==> config.mk <==
export PLATFORM = sky130hd
export DESIGN_NAME = fetch_unit
export DESIGN_NICKNAME = d
export VERILOG_FILES = /design/src/rtl/fetch_unit.sv
export SDC_FILE = /design/constraint.sdc
export NUM_CORES = 1
export LEC_CHECK = 0
export CORE_ASPECT_RATIO = 2
export CORE_MARGIN = 4
export CORE_UTILIZATION = 50
export DETAILED_ROUTE_END_ITERATION = 8
export DONT_BUFFER_PORTS = 1
export HOLD_SLACK_MARGIN = 0.12
export PLACE_DENSITY = 0.68
export SLEW_MARGIN = 20
export SYNTH_ARGS = -nofsm -noshare
export SYNTH_HDL_FRONTEND = slang
export SYNTH_SLANG_ARGS = --single-unit
export TNS_END_PERCENT = 10
==> constraint.sdc <==
create_clock -name clock -period 8 [get_ports clock]
set_input_delay 0.8 -clock clock [delete_from_list [all_inputs] [get_ports clock]]
set_output_delay 0.8 -clock clock [all_outputs]
set_load 0.02 [all_outputs]
==> src/rtl/fetch_unit.sv <==
// fetch_unit: PC, instruction-memory request issue, prefetch FIFO and redirect flush.
// Define FETCH_MISALIGN_CHECK_EN to trap misaligned redirects into a sticky fault.
module fetch_unit #(
  parameter logic [31:0] RESET_PC = 32'h0000_0000,
  parameter int FIFO_DEPTH = 2
) (
  input  logic        clock,
  input  logic        reset,
  output logic        imem_req_valid,
  input  logic        imem_req_ready,
  output logic [31:0] imem_req_addr,
  input  logic        imem_resp_valid,
  input  logic [31:0] imem_resp_data,
  input  logic        redirect_valid,
  input  logic [31:0] redirect_pc,
  output logic        instruction_valid,
  input  logic        instruction_ready,
  output logic [31:0] instruction,
  output logic [31:0] instruction_pc,
  output logic        fetch_fault
);
  localparam int AW = $clog2(FIFO_DEPTH);
  localparam int CW = AW + 2;
  localparam logic [CW-1:0] DEPTH = CW'(FIFO_DEPTH);
  logic [31:0] pc, resp_pc, target;
  logic [CW-1:0] live, discard, count;
  logic [AW-1:0] rd, wr;
  logic [31:0] fifo_pc [FIFO_DEPTH];
  logic [31:0] fifo_data [FIFO_DEPTH];
  logic run, fire, drop, push, pop, consumed;
`ifdef FETCH_MISALIGN_CHECK_EN
  localparam logic [0:0] RUN = 1'b0;
  localparam logic [0:0] FAULT = 1'b1;
  logic [0:0] state;
  assign run = state == RUN;
  assign fetch_fault = !reset && state == FAULT;
  always_ff @(posedge clock)
    if (reset) state <= RUN;
    else if (redirect_valid && redirect_pc[1:0] != 2'b00) state <= FAULT;
`else
  assign run = 1'b1;
  assign fetch_fault = 1'b0;
`endif
  assign target = redirect_pc & 32'hFFFF_FFFC;
  assign fire = imem_req_valid && imem_req_ready;
  assign drop = imem_resp_valid && discard != '0;
  assign consumed = imem_resp_valid && (discard != '0 || live != '0);
  assign push = imem_resp_valid && discard == '0 && live != '0 && !redirect_valid;
  assign pop = instruction_valid && instruction_ready;
  assign imem_req_valid = !reset && run && !redirect_valid && (count + live < DEPTH);
  assign imem_req_addr = pc;
  assign instruction_valid = !reset && count != '0;
  assign instruction = fifo_data[rd];
  assign instruction_pc = fifo_pc[rd];
  // Live responses return in request order, so the next pushed pc is simply tracked.
  always_ff @(posedge clock) begin
    if (reset) begin
      pc <= RESET_PC;
      resp_pc <= RESET_PC;
      live <= '0;
      discard <= '0;
      count <= '0;
      rd <= '0;
      wr <= '0;
    end else if (redirect_valid) begin
      pc <= target;
      resp_pc <= target;
      discard <= discard + live - CW'(consumed);
      live <= '0;
      count <= '0;
      rd <= '0;
      wr <= '0;
    end else begin
      if (fire) pc <= pc + 32'd4;
      if (push) resp_pc <= resp_pc + 32'd4;
      if (push) wr <= wr + 1'b1;
      if (pop) rd <= rd + 1'b1;
      live <= live + CW'(fire) - CW'(push);
      discard <= discard - CW'(drop);
      count <= count + CW'(push) - CW'(pop);
    end
  end
  always_ff @(posedge clock)
    if (push) begin
      fifo_pc[wr] <= resp_pc;
      fifo_data[wr] <= imem_resp_data;
    end
  assert property (@(posedge clock) disable iff (reset)
    imem_resp_valid |-> (live != '0 || discard != '0));
endmodule
==> impl_metrics.csv <==
group,metric,value,unit
timing,hold_violations,0,
synthesis,synth_area_leaders,"edfxtp_1 44%, dfxtp_1 17%, mux2_2 8.2%",
synthesis,yosysSeqAreaShare,60.6,%
die,initial_core_util,50.8,%
drt,vias,5336,
layout,layout-drive-gt1-share,16.0,%
synthesis,synthArstFlopShare,0,%
global_routing,first_global_vias,5570,
die,io_pins,169,
clock_tree,cts_hold_buf,0,
layout,layout.nets,749,
synthesis,yosys_warnings,0,
clock_tree,cts_root_buf,"clkbuf_16",
drt,ant_nets,0,
die,die_x,100,µm
clock_tree,clkTransAtPathRegs,0.07,ns
power,vdd_ir_drop_max,196,µV
clock_tree,postCtsSetupBuffers,0,
clock_tree,post_cts_resized,0,
global_routing,grt_pass1_wl,29.3,mm
die,die_area,0.0193,mm²
setup_path,worstSetupStartpointType,"flip-flop",
timing,fin_ws,4.20,ns
layout,antenna_cells,0,
synthesis,postSynthAreaPerCell,12.7,µm²
timing,fin_skew,0.0184,ns
timing,setup_viol,0,
placement,port_buffers,0,
placement,dp_hpwl,13.5,mm
die,die_h,193,µm
drt,drc,0,
drt,wl_per_cell,21.6,µm
placement,dp_slack,4.24,ns
drt,avgViaCountPerCell,6.04,
worst_hold_path,min_path_type,"primary input to flip-flop",
global_routing,grt.overflow.total,0,
setup_path,critPathCaptureType,"flip-flop",
global_routing,grt_max_degree,83,
global_routing,grt_usage,19.6,%
timing,min_period,3.80,ns
synthesis,synth_cell_types,54,
clock_tree,clk_latency,0.42,ns
synthesis,synth_top_area_cell,"edfxtp_1",
drt,routed_wl,19.1,mm
setup_path,crit_type,"flip-flop to flip-flop",
layout,design_area,0.00928,mm²
drt,drt_pre_antenna_iters,4,
clock_tree,cts_tree,"yes",
timing,report.final.slew_viol_count,0,
placement,place_congestion,0.854,
global_routing,antenna_found_initial,0,
clock_tree,cts_buffer_depth,2,
timing,slew_headroom,44.2,%
die,rows,67,
run_status,outcome,"complete, no violations",
synthesis,synth_edf_count,124,
die,core,0.0168,mm²
layout,fin_util,55.3,%
placement,dpl_cell_area,0.00867,mm²
synthesis,synth.top_cell.area_share,43.7,%
clock_tree,clock_sinks,196,
setup_path,crit_fanout,17,
timing,rsz0062_at_grt,"no",
clock_tree,htree_levels,4,
timing,finalSetupTns,0,ns
drt,drt_iter0_markers,259,
power,leakagePower,0.00304,µW
layout,area_delta_synth_final,8.90,%
synthesis,netlist_area,0.00852,mm²
synthesis,synthCells,673,
run,max-cap-violations,0,
setup_path,critPathRequiredTime,8.31,ns
clock_tree,cts_buffers,17,
timing,fin_crit_sh,47.5,%
timing,timing.fmax,263,MHz
synthesis,ys.flop_type,"edfxtp_1",
power,p_per_area,233,mW/mm²
setup_path,critPathArrivalTime,4.11,ns
timing,tightest_slew,0.831,ns
synthesis,synth.ff_latch_count,196,
==> synth_stat cells (12+ instances only) <==
cell type,count
a21boi_0,20
mux2_2,62
inv_1,18
nand2_1,40
nor2_1,43
a211oi_1,12
a21oi_1,12
nand4_1,26
clkbuf_1,23
edfxtp_1,124
xor2_1,31
o21a_1,18
dfxtp_1,72
nand3_1,24
xnor2_1,19
==> where the power goes <==
part	switching, µW	leakage, µW	internal, µW
logic	88.2	0.00103	64.1
clock network	358	0.000285	499
registers	50.1	0.00172	1110
total	497	0.00304	1670
==> per-layer routing <==
metal  up-vias  global-route usage, %  share of wire [%]
met5         -                      0                  0
li1       2473                      -                  -
met4         0                   10.8                4.6
met1      2585                   20.6                 35
met3        58                   5.75                6.9
met2       220                   34.4                 53
==> final timing paths <==
| kind | cells past startpoint | endpoint | startpoint | slack, ns |
|---|---|---|---|---|
| worst min-delay path | 1 | imem_req_addr[9] | reset | 0.44 |
| worst max-delay path | 13 | live[2] | live[1] | 4.20 |
| worst max register to register | 13 | live[2] | live[1] | 4.20 |
| worst min register to register | 0 | fifo_pc[1][30] | resp_pc[30] | 0.52 |
==> stage by stage <==
stage	power (µW)	hold WS, ns	instances
global placement	1310	0.439	852
finish	2160	0.437	884
global route	2250	0.417	884
CTS	2190	0.421	884
floorplan	1290	0.426	677
detailed placement	1330	0.470	852
==> worst max-delay path: stages, from the launching register on <==
cell,delay (ns)
dfxtp_1,0.41
inv_1,0.14
fa_1,0.45
xnor3_2,0.46
nor3_4,0.56
inv_2,0.28
ha_1,0.34
inv_1,0.06
ha_1,0.14
inv_1,0.05
fa_1,0.39
xnor2_1,0.21
xnor2_1,0.14
nor2_1,0.05
==> flip-flops by register name (all words and copies together), names as in the netlist, named ones only <==
name	count
fifo_data	64
fifo_pc	60
imem_req_addr	30
resp_pc	30
count	3
discard	3
live	3
rd	1
wr	1
==> cells by family after synthesis <==
kind of cell	Yosys count	share of synthesized area, %
adder cells (fa/ha/maj)	15	2.56
buffers and inverters	56	2.80
flip-flops	196	60.6
multiplexers	63	8.31
other	1	0.0440
AND/OR/NAND/NOR	184	11.4
XOR/XNOR	51	5.42
AO/OA/AOI/OAI	107	8.87
==> cell usage in the layout, fill, tap and decap left out, types with 5 or more instances in the layout <==
master / instances
o21ai_0: 11
inv_1: 17
o311ai_0: 6
conb_1: 5
buf_4: 5
nand2_1: 40
and4_1: 6
nand4_1: 26
a21oi_1: 12
mux2_2: 62
a21boi_0: 20
and3_1: 10
clkbuf_16: 19
ha_1: 11
dfxtp_1: 71
xnor2_1: 19
nor2_1: 42
a211oi_1: 12
o21a_1: 18
xor2_1: 31
or3_1: 6
nor3_1: 5
edfxtp_1: 124
a31oi_1: 10
nand3_1: 24
==> final cells by class <==
| class | count | area (µm²) |
|---|---|---|
| Fill cell | 1428 | 7490 |
| Sequential cell | 196 | 5170 |
| Multi-Input combinational cell | 425 | 3140 |
| Clock buffer | 21 | 483 |
| Tap cell | 207 | 259 |
| Clock inverter | 11 | 121 |
| Inverter | 19 | 71.3 |
| Timing Repair Buffer | 5 | 37.5 |
No activity file was read; power rests on OpenSTA's default activity.
